**src/rtl/cond_addsub_pipe_if.sv**
```systemverilog
// Operand/result stream bundle for cond_addsub_pipe: input pair handshake,
// result handshake, and the overflow/count status side-band.
interface cond_addsub_pipe_if #(
    parameter int WIDTH = 32
);
    logic             in_valid;
    logic             in_ready;
    logic [WIDTH-1:0] a;
    logic [WIDTH-1:0] b;
    logic             out_valid;
    logic             out_ready;
    logic [WIDTH-1:0] sum;
    logic             sub_sel;
    logic             ovf;
    logic             ovf_sticky;
    logic             clr_sticky;
    logic [31:0]      op_count;

    modport master (
        output in_valid, a, b, out_ready, clr_sticky,
        input  in_ready, out_valid, sum, sub_sel, ovf, ovf_sticky, op_count
    );

    modport slave (
        input  in_valid, a, b, out_ready, clr_sticky,
        output in_ready, out_valid, sum, sub_sel, ovf, ovf_sticky, op_count
    );
endinterface

```
**src/rtl/cond_addsub_pipe.sv**
```systemverilog
// Two-stage conditional add/subtract with valid/ready flow control,
// optional saturation, sticky overflow and a delivered-result counter.
module cond_addsub_pipe #(
    parameter int WIDTH    = 32,
    parameter int A_MIN    = 2,
    parameter int B_MAX    = 10,
    parameter int SATURATE = 0
) (
    input  logic                 clk,
    input  logic                 rst,
    cond_addsub_pipe_if.slave    bus
);
    localparam logic [WIDTH-1:0] A_MIN_W = WIDTH'(A_MIN);
    localparam logic [WIDTH-1:0] B_MAX_W = WIDTH'(B_MAX);

    function automatic logic [WIDTH:0] addsub(input logic [WIDTH-1:0] x,
                                              input logic [WIDTH-1:0] y,
                                              input logic             sub);
        if (sub) return {1'b0, x} - {1'b0, y};
        return {1'b0, x} + {1'b0, y};
    endfunction

    // Bit WIDTH of the raw result is carry (add) or borrow (sub).
    function automatic logic [WIDTH-1:0] saturate(input logic [WIDTH:0] r,
                                                  input logic           sub);
        if (SATURATE != 0 && r[WIDTH]) return sub ? '0 : '1;
        return r[WIDTH-1:0];
    endfunction

    logic             vld_p1;
    logic [WIDTH-1:0] a_p1;
    logic [WIDTH-1:0] b_p1;
    logic             sub_p1;

    logic             vld_p2;
    logic [WIDTH-1:0] sum_p2;
    logic             sub_sel_p2;
    logic             ovf_p2;

    logic             ovf_sticky;
    logic [31:0]      op_count;

    logic             s2_en;
    logic             accept;
    logic             out_xfer;
    logic             add_pred;
    logic [WIDTH:0]   res_p1;

    assign s2_en       = !vld_p2 || bus.out_ready;
    assign bus.in_ready = !rst && (!vld_p1 || s2_en);
    assign accept      = bus.in_valid && bus.in_ready;
    assign out_xfer    = vld_p2 && bus.out_ready;
    assign add_pred    = (bus.a >= A_MIN_W) && ((bus.b <= B_MAX_W) || (bus.a == '0));
    assign res_p1      = addsub(a_p1, b_p1, sub_p1);

    // ---- stage 1: capture operands and operation select ----
    always_ff @(posedge clk) begin
        if (rst) begin
            vld_p1 <= 1'b0;
        end else if (bus.in_ready) begin
            vld_p1 <= bus.in_valid;
        end
    end

    always_ff @(posedge clk) begin
        if (accept) begin
            a_p1   <= bus.a;
            b_p1   <= bus.b;
            sub_p1 <= !add_pred;
        end
    end

    // ---- stage 2: arithmetic result, held while the consumer stalls ----
    always_ff @(posedge clk) begin
        if (rst) begin
            vld_p2     <= 1'b0;
            sum_p2     <= '0;
            sub_sel_p2 <= 1'b0;
            ovf_p2     <= 1'b0;
        end else if (s2_en) begin
            vld_p2 <= vld_p1;
            if (vld_p1) begin
                sum_p2     <= saturate(res_p1, sub_p1);
                sub_sel_p2 <= sub_p1;
                ovf_p2     <= res_p1[WIDTH];
            end
        end
    end

    always_ff @(posedge clk) begin
        if (rst) begin
            ovf_sticky <= 1'b0;
            op_count   <= '0;
        end else begin
            if (out_xfer && ovf_p2) ovf_sticky <= 1'b1;
            else if (bus.clr_sticky) ovf_sticky <= 1'b0;
            if (out_xfer) op_count <= op_count + 32'd1;
        end
    end

    assign bus.out_valid  = vld_p2;
    assign bus.sum        = sum_p2;
    assign bus.sub_sel    = sub_sel_p2;
    assign bus.ovf        = ovf_p2;
    assign bus.ovf_sticky = ovf_sticky;
    assign bus.op_count   = op_count;
endmodule

```
**src/flat_wrapper.sv**
```systemverilog
// flat-port wrapper written by rule: the top's interface ports become plain ports
module cond_addsub_pipe_flat 
#(
    parameter int WIDTH    = 32,
    parameter int A_MIN    = 2,
    parameter int B_MAX    = 10,
    parameter int SATURATE = 0
)
  (clk, rst, bus_in_valid, bus_a, bus_b, bus_out_ready, bus_clr_sticky, bus_in_ready, bus_out_valid, bus_sum, bus_sub_sel, bus_ovf, bus_ovf_sticky, bus_op_count);
  cond_addsub_pipe_if #(.WIDTH(WIDTH)) bus_i ();
  input  logic clk;
  input  logic rst;
  input wire logic [$bits(bus_i.in_valid)-1:0] bus_in_valid;
  input wire logic [$bits(bus_i.a)-1:0] bus_a;
  input wire logic [$bits(bus_i.b)-1:0] bus_b;
  input wire logic [$bits(bus_i.out_ready)-1:0] bus_out_ready;
  input wire logic [$bits(bus_i.clr_sticky)-1:0] bus_clr_sticky;
  output wire logic [$bits(bus_i.in_ready)-1:0] bus_in_ready;
  output wire logic [$bits(bus_i.out_valid)-1:0] bus_out_valid;
  output wire logic [$bits(bus_i.sum)-1:0] bus_sum;
  output wire logic [$bits(bus_i.sub_sel)-1:0] bus_sub_sel;
  output wire logic [$bits(bus_i.ovf)-1:0] bus_ovf;
  output wire logic [$bits(bus_i.ovf_sticky)-1:0] bus_ovf_sticky;
  output wire logic [$bits(bus_i.op_count)-1:0] bus_op_count;
  assign bus_i.in_valid = bus_in_valid;
  assign bus_i.a = bus_a;
  assign bus_i.b = bus_b;
  assign bus_i.out_ready = bus_out_ready;
  assign bus_i.clr_sticky = bus_clr_sticky;
  assign bus_in_ready = bus_i.in_ready;
  assign bus_out_valid = bus_i.out_valid;
  assign bus_sum = bus_i.sum;
  assign bus_sub_sel = bus_i.sub_sel;
  assign bus_ovf = bus_i.ovf;
  assign bus_ovf_sticky = bus_i.ovf_sticky;
  assign bus_op_count = bus_i.op_count;
  cond_addsub_pipe #(.WIDTH(WIDTH), .A_MIN(A_MIN), .B_MAX(B_MAX), .SATURATE(SATURATE)) u_core (.clk(clk), .rst(rst), .bus(bus_i));
endmodule
```
**config.mk**
```make
export PLATFORM = sky130hd
export DESIGN_NAME = cond_addsub_pipe_flat
export DESIGN_NICKNAME = d
export VERILOG_FILES = /design/src/rtl/cond_addsub_pipe_if.sv /design/src/rtl/cond_addsub_pipe.sv /design/src/flat_wrapper.sv
export SDC_FILE = /design/constraint.sdc
export NUM_CORES = 1
export LEC_CHECK = 0
export BUFFER_PORTS_ARGS = -buffer_cell sky130_fd_sc_hd__buf_2
export CAP_MARGIN = 20
export CORE_ASPECT_RATIO = 0.8
export CORE_MARGIN = 2
export CORE_UTILIZATION = 45
export CTS_CLUSTER_DIAMETER = 200
export DETAILED_ROUTE_END_ITERATION = 10
export PLACE_DENSITY = 0.67
export SLEW_MARGIN = 20
export SYNTH_ARGS = -nofsm -noshare
export SYNTH_HDL_FRONTEND = slang
export SYNTH_SLANG_ARGS = --single-unit
```
**constraint.sdc**
```tcl
create_clock -name clk -period 6.15 [get_ports clk]
set_input_delay 0.615 -clock clk [delete_from_list [all_inputs] [get_ports clk]]
set_output_delay 0.615 -clock clk [all_outputs]
set_load 0.005 [all_outputs]
```
==> impl_metrics.csv <==
group,metric,value,unit
floorplanning,rows,41,
floorplanning,core,15600,um^2
worst_hold_path,hold_path_class,"primary input to register",
finish,antenna_cells,0,
job,cap_violations,0,
sta,finalClockSkew,13.5,ps
finish,final_area,8650,um^2
sta,setup_viol_count_final,0,
finish,syn2layout_area_growth,21.0,%
route,drtAntennaViolNets,0,
sta,slew_violations,0,
cts,cts_tree,"built",
grt,grt_max_degree,74,
sta,fin_crit,4310,ps
route,drt_iter0_markers,393,
route,drcViolationCount,0,
cts,cts_resized,0,
route,wl_per_cell,15.6,um
critical_path,critical_path.top_delay_family,"simple AND/OR/NAND/NOR gates",
synth,synth-seq-area-share,46.6,%
critical_path,critPathMaxFanout,9,
critical_path,startpoint_type,"register",
sta,rsz0062_at_grt,"false",
critical_path,endpoint_kind,"register",
critical_path,critPathArrivalTime,4620,ps
grt,grt_pass1_vias,5292,
cts,cts.sinks,134,
sta,post-route-period-util,70.1,%
sta,fmax,232,MHz
critical_path,worstPathRequired,6460,ps
placed_design,gp_congestion,0.905,
sta,tns,0,ps
critical_path,worstPathCellList,"nor4_1 -> nand2_1 -> nor3b_1 -> nand2b_1 -> nor3_1 -> a31oi_1 -> xnor2_1 -> ha_1 -> a21oi_1 -> inv_1 -> a21oi_1 -> nor2_1 -> nor4_1 -> nand2_1 -> mux2i_1 -> o21ai_1",
cts,cts_hold_buf,0,
grt,grt-ovfl-total,0,
cts,root_buffer,"clkbuf_16",
sta,worst_pin_slew,824,ps
floorplanning,die_h,117,um
placed_design,hpwl,13100,um
synth,synth_largest_area_cell,"edfxtp_1",
route,vias,5935,
critical_path,cp_num_buf_inv,1,
synth,synth.top_cells.by_count,"nand2_1 (83), nor2_1 (83), a21oi_1 (80)",
synth,synth.cell_area,7150,um^2
synth,synth_top_area_share,27.3,%
status,status,"finished, final reports clean",
synth,syn_inst,761,
critical_path,criticalPathCategory,"register to register",
route,totalWireLength,17400,um
synth,ys_top_cells_by_area,"edfxtp_1 (27%), dfxtp_1 (19%), ha_1 (6.0%), xnor2_1 (5.9%), a21oi_1 (5.6%)",
cts,cts_setup_buffers,0,
synth,yosys_warnings,0,
cts,clkTransAtPathRegs,60,ps
placed_design,portBuffers,137,
power,p_leak,3.47,nW
power,powerDensity,277,nW/um^2
floorplanning,die_area,16900,um^2
critical_path,cpMaxStageDelayCell,"nor4_1",
grt,track_usage,21.1,%
critical_path,max_stage_delay,490,ps
placed_design,placed_area,8020,um^2
synth,postSynth.asyncResetShare,0,%
power,peakVddDrop,189,uV
synth,synth-seq-cells,134,
cts,numCtsBuffers,17,
cts,htreeDepth,4,
cts,clock_latency,430,ps
floorplanning,start_util,45.7,%
synth,syn-num-nets,865,
floorplanning,io_pins,138,
route,via_per_inst,5.30,
synth,synth_edf_count,65,
floorplanning,die_w,145,um
finish,drive_above_1_share,20.3,%
grt,antenna_found_initial,0,
grt,grt_pass1_wl,28100,um
synth,ys.flop_type,"dfxtp_1",
finish,finalNetCount,996,
cts,clk_path_buf_depth,2,
route,drt-pass1-iter-count,4,
synth,synth.avg_cell_area,9.39,um^2
synth,synthDistinctLibCells,61,
sta,slew_headroom,45.1,%
sta,hold_viol_final,0,
-- registers in the layout, indices dropped and copies added (netlist names), 32 cells and up --
| register | flops |
|---|---|
| u_core.a_p1 | 32 |
| u_core.b_p1 | 32 |
| u_core.bus.op_count | 32 |
| u_core.bus.sum | 32 |
-- worst register-to-register path: cells and delay by family, from the launching register on --
family | cells | cell delay, ps
buf+inv | 1 | 70
compound gates | 4 | 820
xor+xnor | 1 | 170
simple gates | 8 | 2140
fa+ha+maj | 1 | 390
flops | 1 | 460
mux | 1 | 140
-- path summary, 6_finish.rpt --
kind	start	end	slack (ps)	depth (start not counted)
worst min register to register	u_core.bus.sum[11]	u_core.bus.sum[11]	450	2
worst min-delay path	bus_a[0]	u_core.a_p1[0]	370	1
worst max register to register	u_core.b_p1[2]	u_core.bus.ovf	1840	16
worst max-delay path	u_core.b_p1[2]	u_core.bus.ovf	1840	16
-- layout make-up --
type / count / area, um^2
multi-input cells: 582 / 3650
flip-flops and latches: 134 / 3330
inverters: 16 / 60.1
clock buffers: 21 / 503
clock inverters: 11 / 109
fillers: 1393 / 7000
repair buffers: 141 / 723
well taps: 215 / 269
-- placed cells by master, fill, tap and decap left out, types with 23 or more instances in the layout --
cell type  synthesis  layout
edfxtp_1          65      65
a21oi_1           80      80
buf_2              1     137
nor4_1            23      23
dfxtp_1           69      69
nand2_1           83      83
ha_1              34      34
xnor2_1           48      48
nor2_1            83      83
o21ai_0           25      25
xor2_1            25      25
-- metal layers --
| metal | GRT usage (%) | share of wire (%) |
|---|---|---|
| met1 | 32.8 | 52 |
| met2 | 28.7 | 39 |
| met3 | 4.96 | 7.5 |
| met4 | 6.34 | 1.3 |
| met5 | 0 | 0 |
-- logic make-up after synthesis --
kind of cell	count (synthesis)	share of synthesized area, %
multiplexers	5	0.700
flip-flops	134	46.6
AND/OR/NAND/NOR	301	20.5
adder cells (fa/ha/maj)	35	6.23
AO/OA/AOI/OAI	168	14.6
buffers and inverters	45	2.38
XOR/XNOR	73	8.95
-- where the power goes --
part,leakage (nW),switching (mW),internal (mW)
sequential,1.17,0.0260,0.979
clock,0.301,0.398,0.631
combinational,2.00,0.211,0.148
-- stage by stage --
| stage | utilization [%] | power (mW) | instances | hold slack [ps] | setup slack [ps] |
|---|---|---|---|---|---|
| 2_1_floorplan | - | 1.26 | 761 | 448 | 2560 |
| 3_3_place_gp | 51.2 | 1.37 | 1087 | 436 | 2110 |
| 3_5_place_dp | 51.2 | 1.38 | 1087 | 441 | 1910 |
| 4_1_cts | 55.2 | 2.40 | 1119 | 350 | 1880 |
| 5_1_grt | 55.3 | 2.50 | 1120 | 352 | 1360 |
| 6_report | 55.3 | 2.39 | 1120 | 370 | 1840 |
No activity file was read; power rests on OpenSTA's default activity.
